===== src/rtl/uart_rx_fifo.sv =====
// 8N1 UART receiver feeding a small valid/ready FIFO of received bytes.
// rxd is asynchronous; it is synchronised by two flops before the frame FSM sees it.
module uart_rx_fifo #(
    parameter int unsigned CLKS_PER_BIT = 104,
    parameter int unsigned FIFO_DEPTH   = 4,
    parameter int unsigned LEVEL_W      = 3
) (
    input  logic               clk,
    input  logic               resetn,
    input  logic               rxd,
    output logic [7:0]         out_data,
    output logic               out_valid,
    input  logic               out_ready,
    output logic               frame_err,
    output logic               overflow,
    input  logic               clr_overflow,
    output logic [LEVEL_W-1:0] level
);
    localparam int unsigned CNT_W = $clog2(CLKS_PER_BIT);
    localparam int unsigned PTR_W = $clog2(FIFO_DEPTH);

    localparam logic [CNT_W-1:0]   CNT_MID    = CNT_W'(CLKS_PER_BIT / 2 - 1);
    localparam logic [CNT_W-1:0]   CNT_LAST   = CNT_W'(CLKS_PER_BIT - 1);
    localparam logic [LEVEL_W-1:0] LEVEL_FULL = LEVEL_W'(FIFO_DEPTH);

    localparam logic [1:0] S_IDLE  = 2'd0;
    localparam logic [1:0] S_START = 2'd1;
    localparam logic [1:0] S_DATA  = 2'd2;
    localparam logic [1:0] S_STOP  = 2'd3;

    logic             rxd_m;
    logic             rxd_s;
    logic [1:0]       state;
    logic [1:0]       state_nxt;
    logic [CNT_W-1:0] cnt;
    logic [CNT_W-1:0] cnt_nxt;
    logic [2:0]       bit_idx;
    logic [2:0]       bit_nxt;
    logic [7:0]       shift;
    logic [7:0]       shift_nxt;
    logic             push_c;
    logic             ferr_c;

    logic [7:0]         mem [FIFO_DEPTH];
    logic [PTR_W-1:0]   wr_ptr;
    logic [PTR_W-1:0]   rd_ptr;
    logic [PTR_W-1:0]   rd_nxt_c;
    logic [LEVEL_W-1:0] level_nxt_c;
    logic [7:0]         head_nxt_c;
    logic               pop_c;
    logic               full_c;
    logic               wr_en_c;
    logic               ovf_set_c;

    // Two-flop synchroniser, idle-high reset value
    always_ff @(posedge clk) begin
        if (!resetn) begin
            rxd_m <= 1'b1;
            rxd_s <= 1'b1;
        end else begin
            rxd_m <= rxd;
            rxd_s <= rxd_m;
        end
    end

    always_ff @(posedge clk) begin
        if (!resetn) begin
            state     <= S_IDLE;
            cnt       <= '0;
            bit_idx   <= '0;
            shift     <= '0;
            frame_err <= 1'b0;
        end else begin
            state     <= state_nxt;
            cnt       <= cnt_nxt;
            bit_idx   <= bit_nxt;
            shift     <= shift_nxt;
            frame_err <= ferr_c;
        end
    end

    // Frame decoder: start confirmed at mid-bit, data and stop sampled at bit end
    always_comb begin
        state_nxt = state;
        cnt_nxt   = cnt;
        bit_nxt   = bit_idx;
        shift_nxt = shift;
        push_c    = 1'b0;
        ferr_c    = 1'b0;
        case (state)
            S_IDLE: begin
                if (!rxd_s) begin
                    state_nxt = S_START;
                    cnt_nxt   = '0;
                end
            end
            S_START: begin
                if (cnt == CNT_MID) begin
                    cnt_nxt = '0;
                    if (!rxd_s) begin
                        state_nxt = S_DATA;
                        bit_nxt   = '0;
                    end else begin
                        state_nxt = S_IDLE;
                    end
                end else begin
                    cnt_nxt = cnt + CNT_W'(1);
                end
            end
            S_DATA: begin
                if (cnt == CNT_LAST) begin
                    cnt_nxt   = '0;
                    shift_nxt = {rxd_s, shift[7:1]};
                    bit_nxt   = bit_idx + 3'd1;
                    if (bit_idx == 3'd7) begin
                        state_nxt = S_STOP;
                    end
                end else begin
                    cnt_nxt = cnt + CNT_W'(1);
                end
            end
            S_STOP: begin
                if (cnt == CNT_LAST) begin
                    cnt_nxt   = '0;
                    state_nxt = S_IDLE;
                    if (rxd_s) begin
                        push_c = 1'b1;
                    end else begin
                        ferr_c = 1'b1;
                    end
                end else begin
                    cnt_nxt = cnt + CNT_W'(1);
                end
            end
            default: begin
                state_nxt = S_IDLE;
            end
        endcase
    end

    assign pop_c     = out_valid && out_ready;
    assign full_c    = (level == LEVEL_FULL);
    assign wr_en_c   = push_c && (!full_c || pop_c);
    assign ovf_set_c = push_c && full_c && !pop_c;
    assign rd_nxt_c  = pop_c ? rd_ptr + PTR_W'(1) : rd_ptr;

    // A byte written into the slot that becomes the head must bypass the array
    assign head_nxt_c = (wr_en_c && (wr_ptr == rd_nxt_c)) ? shift : mem[rd_nxt_c];

    always_comb begin
        level_nxt_c = level;
        case ({wr_en_c, pop_c})
            2'b10:   level_nxt_c = level + LEVEL_W'(1);
            2'b01:   level_nxt_c = level - LEVEL_W'(1);
            default: level_nxt_c = level;
        endcase
    end

    always_ff @(posedge clk) begin
        if (resetn && wr_en_c) begin
            mem[wr_ptr] <= shift;
        end
    end

    always_ff @(posedge clk) begin
        if (!resetn) begin
            wr_ptr    <= '0;
            rd_ptr    <= '0;
            level     <= '0;
            out_valid <= 1'b0;
            out_data  <= '0;
            overflow  <= 1'b0;
        end else begin
            if (wr_en_c) begin
                wr_ptr <= wr_ptr + PTR_W'(1);
            end
            rd_ptr    <= rd_nxt_c;
            level     <= level_nxt_c;
            out_valid <= (level_nxt_c != '0);
            if (level_nxt_c != '0) begin
                out_data <= head_nxt_c;
            end
            // Set has priority over a same-cycle clear
            if (ovf_set_c) begin
                overflow <= 1'b1;
            end else if (clr_overflow) begin
                overflow <= 1'b0;
            end
        end
    end

endmodule


===== config.mk =====
export PLATFORM = sky130hd
export DESIGN_NAME = uart_rx_fifo
export DESIGN_NICKNAME = d
export VERILOG_FILES = /design/src/rtl/uart_rx_fifo.sv
export SDC_FILE = /design/constraint.sdc
export NUM_CORES = 1
export LEC_CHECK = 0
export ABC_AREA = 1
export CAP_MARGIN = 0
export CELL_PAD_IN_SITES_DETAIL_PLACEMENT = 0
export CELL_PAD_IN_SITES_GLOBAL_PLACEMENT = 1
export CORE_UTILIZATION = 55
export CTS_BUF_LIST = sky130_fd_sc_hd__clkbuf_4
export CTS_CLUSTER_SIZE = 14
export DETAILED_ROUTE_END_ITERATION = 6
export DONT_BUFFER_PORTS = 1
export PLACE_DENSITY_LB_ADDON = 0.1
export RECOVER_POWER = 25
export SYNTH_ARGS = -nofsm -noshare
export SYNTH_HDL_FRONTEND = slang
export SYNTH_SLANG_ARGS = --single-unit

===== constraint.sdc =====
create_clock -name clk -period 4.2 [get_ports clk]
set_input_delay 0.42 -clock clk [delete_from_list [all_inputs] [get_ports clk]]
set_output_delay 0.42 -clock clk [all_outputs]
set_load 0.005 [all_outputs]

Yosys cells after proc, flatten, opt, wreduce, memory -nomap -nowiden
Memories as Yosys holds them, arrays and structs flattened. A register that Yosys moved wholly into a read port is not among the register bits.
Cells that the tools add are included.
{"block": "totals", "regBits": 32, "mem_bits_rw": 32, "out_inout_bits": 14, "memories": 1}
{"block": "op_classes", "addsub": 6, "n_eq_ne": 15, "muxes": 25, "reduce_logical": 18}
{"name": "mem", "depth": 4, "width": 8, "read_ports": 1, "rd_ports_with_merged_regs": 1, "wr": 1, "line": "44", "text": "logic [7:0] mem [FIFO_DEPTH];"}
{"cell": "$mux W7", "n": 3}
{"cell": "$pmux W7 S3", "n": 1}
{"cell": "$mux W2", "n": 7}
{"cell": "$ne A2 B2 Y1 const B", "n": 6}
{"cell": "$pmux W3 S2", "n": 2}
{"cell": "$mux W3", "n": 3}
{"cell": "$mux W1", "n": 8}
{"cell": "$pmux W2 S4", "n": 1}
{"cell": "$add A7 B1 Y7 const B", "n": 1}
{"cell": "$eq A7 B6 Y1 const B", "n": 1}
{"cell": "$eq A7 B7 Y1 const B", "n": 1}
{"cell": "$add A3 B1 Y3 const B", "n": 2}
{"cell": "$eq A2 B2 Y1 const B", "n": 3}
{"cell": "$eq A3 B3 Y1 const B", "n": 2}
{"cell": "$logic_and A1 B1 Y1", "n": 5}
{"cell": "$reduce_and A5 Y1", "n": 1}
{"cell": "$add A2 B1 Y2 const B", "n": 2}
{"cell": "$eq A2 B1 Y1 const B", "n": 2}
{"cell": "$reduce_and A4 Y1", "n": 1}
{"cell": "$reduce_bool A2 Y1", "n": 2}
{"cell": "$logic_not A1 Y1", "n": 3}
{"cell": "$reduce_and A3 Y1", "n": 1}
{"cell": "$reduce_bool A3 Y1", "n": 1}
{"cell": "$sub A3 B1 Y3 const B", "n": 1}
{"cell": "4 further kinds", "n": 4}

Depth between registers and ports, before layout
{"block": "depth", "ltp_word": 7, "ltp_mapped": 17, "depth_no_buf": 17}

Worst setup path after synthesis
OpenSTA, ideal clock, no wires.
{"block": "synth_timing", "path_kind": "register to register", "start": "register cnt[0]", "end": "register out_data[0], read port of mem", "setup_time_ns": 0.059, "t_arrival_ns": 2.449, "path_slack_ns": 1.692, "path_stages_with_launch": 13, "period_less_slack_ns": 2.508, "cell_sequence": "dfxtp_1 > ha_1 > nand3_4 > nor2_8 > nand3_4 > ha_1 > fa_1 > o21a_1 > nor2_1 > nand2_1 > nor2_1 > nand2_1 > nand2_1"}
{"block": "synth_between", "elab_chain_cells": 7, "elab_cells_between_ends": 8, "classes_between": "eq/ne (3); mux (3); reduce/logical (2)"}
{"item": "start: declaration", "line": "35", "text": "logic [CNT_W-1:0] cnt;"}
{"item": "start signal: assignment", "line": "75", "text": "cnt <= cnt_nxt;"}
{"item": "$eq A7 B7 Y1 (*)", "line": "123", "text": "if (cnt == CNT_LAST) begin"}
{"item": "$mux W1 (*)", "line": "123"}
{"item": "$mux W1 (*)", "line": "90", "text": "case (state)"}
{"item": "$logic_and A1 B1 Y1 (*)", "line": "143", "text": "assign wr_en_c = push_c && (!full_c || pop_c);"}
{"item": "$eq A2 B1 Y1 / $eq A2 B2 Y1 (equally long branches)", "line": "152", "text": "case ({wr_en_c, pop_c})"}
{"item": "$pmux W3 S2 (*)", "line": "152"}
{"item": "$reduce_bool A3 Y1 (*)", "line": "180", "text": "if (level_nxt_c != '0) begin"}
{"item": "end: declaration", "line": "11", "text": "output logic [7:0] out_data,"}
Every way passes the cells marked *; elsewhere a longest branch is shown, timed or not.
A chain may end at the register's enable or synchronous reset.

Worst setup path after layout
{"block": "layout_timing", "start": "register cnt[0]", "end": "register out_data[3], read port of mem"}
The elaborated chain is that of the path after synthesis.

==> key figures <==
Yosys
  • Post-synthesis sequential area ratio: 53.5%
  • Post-Syn Nets: 377
  • Synthesized area: 0.00329 mm2
  • YS warnings: 0
  • Synth Register Bits: 72
  • Synth Area per Inst: 9.08 um2
  • Synth Instances: 363
  • Netlist cell types: 38

Critical path
  • CP max stage delay: 460 ps
  • Levels on crit path: 15
  • Reg2Reg Depth: 15
  • Worst Setup Start Kind: flip-flop
  • Worst EP required: 4580 ps
  • CP top delay family: simple AND/OR/NAND/NOR gates
  • Critical path class: flip-flop to flip-flop
  • Reg-to-reg endpoint: out_data[3]$_SDFFE_PN0P_
  • Critical Path Sink: out_data[3]$_SDFFE_PN0P_
  • Worst Setup SP: cnt[0]$_SDFFE_PN0P_
  • Reg-to-reg slack, setup: 1230 ps
  • Crit path max-delay cell type: nor2_1
  • Worst setup EP type: flip-flop
  • Worst EP arrival: 3350 ps
  • Most used cell along the critical path: nand2_1
  • Critical path peak fanout: 8
  • Critical-path cell list: ha_1, nand3_4, nor2_8, nand3_4, ha_1, fa_1, nor2_1, nor2_1, nand3b_1, nand2_1, inv_1, nand2_1, nor2_1, nand2_1, nand2_1
  • CP bufs+invs: 1
  • Reg2reg start: cnt[0]$_SDFFE_PN0P_

Final layout
  • Nets: 381
  • Final Util: 62.2%
  • Register Area: 0.00176 mm2
  • Antenna cells: 0
  • Area occupied by multi-input gates: 0.00134 mm2
  • Commonest non-fill, non-tap cells in the layout: 104 x nand2_1, 40 x dfxtp_1, 37 x nand3_1
  • Most common cell after layout, fill and taps aside: nand2_1
  • Area Growth Syn to Fin: 6.53%
  • # fillers: 479
  • Layout cells sized above 1: 12.6%

Clock network
  • H-tree levels: 3
  • CTS Buf Count: 9
  • Post-CTS resize count: 0
  • Worst-Skew Late Latency: 420 ps
  • Reg clk slew, reported paths: 130 ps
  • CTS Hold Bufs: 0
  • Clk sink count: 72
  • # Post-CTS Setup Buffers: 0
  • Max clock buf depth: 2
  • TritonCTS clock tree: yes
  • Clk Tree Root Cell: clkbuf_4

Pwr
  • PD cells: 453 mW/mm2
  • Switching Fraction: 30.3%
  • Leakage power: 1.40 nW
  • Reg power frac: 51.8%
  • Internal power: 1.11 mW
  • Switching power total: 0.483 mW
  • Clock power frac: 32.0%
  • Proportion of power drawn by combinational gates: 16.2%
  • Peak supply drop: 0.000382 V

Drt
  • # DRC: 0
  • Drt first-iter violations: 127
  • Avg WL per Cell: 13.8 um
  • Via/cell ratio: 5.23
  • ANT nets after route: 0
  • Vias post-DR: 2323
  • Post-Route WL: 6.11 mm
  • Drt first pass iters: 4

Floorplanning
  • Num ports: 19
  • Starting Density: 58.4%
  • Die Area: 0.00630 mm2
  • Die Ht: 79.4 um
  • Row Count: 27
  • Core Area: 0.00564 mm2
  • Die Wd: 79.4 um

STA
  • Number of endpoints failing setup at the final stage: 0
  • Clk_skew: 16.1 ps
  • TNS Setup: 0 ps
  • Fmax: 337 MHz
  • Slew @ Worst Pin: 756 ps
  • Pins Over Slew Limit: 0
  • Final hold viol count: 0
  • Crit path time final: 2970 ps
  • Unrepaired setup endpoints after global routing: no
  • Fin crit share: 70.7%
  • Worst slew margin: 49.5%

Placed design
  • Gpl congestion: 0.842
  • IO buf count: 0
  • Final HPWL DP: 4.23 mm

Global routing
  • Antenna violations before repair: 0
  • Largest net degree at the start of global routing: 21
  • First-pass GRT wire length: 10.3 mm
  • Overall routing resource usage: 22.3%
  • Overflow after GRT: 0
  • Vias in the first global route: 2123

Flow run
  • Max_cap viols: 0

Outcome
  • Run status: finished, final reports clean

Hold path
  • Worst hold path type: input port to flip-flop
[final cells by class]
type / instances / area share, %
inverter: 39 / 4.24
clock buffer: 9 / 1.93
sequential: 72 / 50.2
clock inverter: 7 / 2.85
tap: 72 / 2.57
multi-input combinational: 245 / 38.2
[power by group through the flow]
stage / registers [mW] / clock network, mW / logic [mW]
2_1_floorplan: 0.829 / 0 / 0.204
3_3_place_gp: 0.841 / 0 / 0.252
3_5_place_dp: 0.839 / 0 / 0.258
4_1_cts: 0.825 / 0.516 / 0.259
5_1_grt: 0.831 / 0.540 / 0.299
6_report: 0.824 / 0.509 / 0.258
[how the worst min path moves through the flow]
stage                startpoint                  end  slack (ps)  cells past startpoint
2_1_floorplan  rxd_m$_SDFF_PN1_     rxd_s$_SDFF_PN1_         390                      1
3_3_place_gp   rxd_m$_SDFF_PN1_     rxd_s$_SDFF_PN1_         400                      1
3_5_place_dp   rxd_m$_SDFF_PN1_     rxd_s$_SDFF_PN1_         410                      1
4_1_cts                  resetn  cnt[1]$_SDFFE_PN0P_          70                      2
5_1_grt                     rxd     rxd_m$_SDFF_PN1_          70                      1
6_report                 resetn  cnt[1]$_SDFFE_PN0P_          90                      2
[stage by stage]
step | std cells | power, mW | setup WS [ps] | hold WS [ps] | area, um2
2_1_floorplan | 363 | 1.03 | 1690 | 393 | 3290
3_3_place_gp | 428 | 1.09 | 1360 | 401 | 3340
3_5_place_dp | 428 | 1.10 | 1250 | 413 | 3340
4_1_cts | 444 | 1.60 | 1210 | 70.1 | 3510
5_1_grt | 444 | 1.67 | 945 | 72.3 | 3510
6_report | 444 | 1.59 | 1230 | 94.4 | 3510
[sequential cells by signal, indices dropped and copies added (netlist names), named ones only]
signal     cells
rxd_m          1
rxd_s          1
level          3
mem           32
cnt            7
shift          8
state          1
overflow       1
out_data       8
out_valid      1
frame_err      1
wr_ptr         2
rd_ptr         2
bit_idx        3
[cell families after synthesis]
logic type	share of synthesized area [%]
simple gates	29.2
xor+xnor	1.33
fa+ha+maj	3.65
flops	53.5
compound gates	6.57
buf+inv	5.81
[cells in the mapped netlist]
library cell / number / area share, %
o21ai_0: 5 / 0.76
xor2_1: 2 / 0.53
a21oi_2: 2 / 0.53
a31oi_1: 1 / 0.19
buf_1: 1 / 0.11
nor2_8: 3 / 1.8
a22o_1: 1 / 0.27
nand4_4: 1 / 0.65
and2_1: 1 / 0.19
nor2_4: 2 / 0.68
nand2_2: 8 / 1.5
clkinv_1: 1 / 0.11
o21ai_1: 9 / 1.4
nand2_1: 104 / 12
ha_1: 8 / 3.0
edfxtp_1: 32 / 29
o22ai_1: 1 / 0.19
inv_2: 6 / 0.68
nand4_1: 1 / 0.19
nand2_4: 1 / 0.34
nor4_1: 1 / 0.19
clkbuf_1: 1 / 0.11
nand3_2: 1 / 0.30
fa_1: 1 / 0.61
nand3_1: 37 / 5.6
or2_2: 2 / 0.38
nor2_1: 23 / 2.6
nand3b_1: 3 / 0.68
a21oi_1: 17 / 2.6
buf_8: 1 / 0.46
inv_4: 1 / 0.19
buf_2: 4 / 0.61
inv_1: 31 / 3.5
o21a_1: 2 / 0.46
dfxtp_1: 40 / 24
a211oi_1: 1 / 0.23
nand3_4: 4 / 2.1
xnor2_1: 3 / 0.80
[per-layer routing]
| metal | wire length [um] | share of wire (%) | global-route usage (%) |
|---|---|---|---|
| met2 | 2450 | 40 | 30.1 |
| met1 | 3150 | 52 | 33.6 |
| met3 | 396 | 6.5 | 3.89 |
| met5 | 0 | 0 | 0 |
| met4 | 102 | 1.7 | 12.2 |
[worst reg2reg max path, stage by stage, from the launching register on]
cell and delay [ps]:
dfxtp_1 400, ha_1 300, nand3_4 120, nor2_8 200, nand3_4 140, ha_1 270
fa_1 390, nor2_1 120, nor2_1 60, nand3b_1 80, nand2_1 50, inv_1 60
nand2_1 110, nor2_1 460, nand2_1 90, nand2_1 90
No activity file was read; power rests on OpenSTA's default activity.
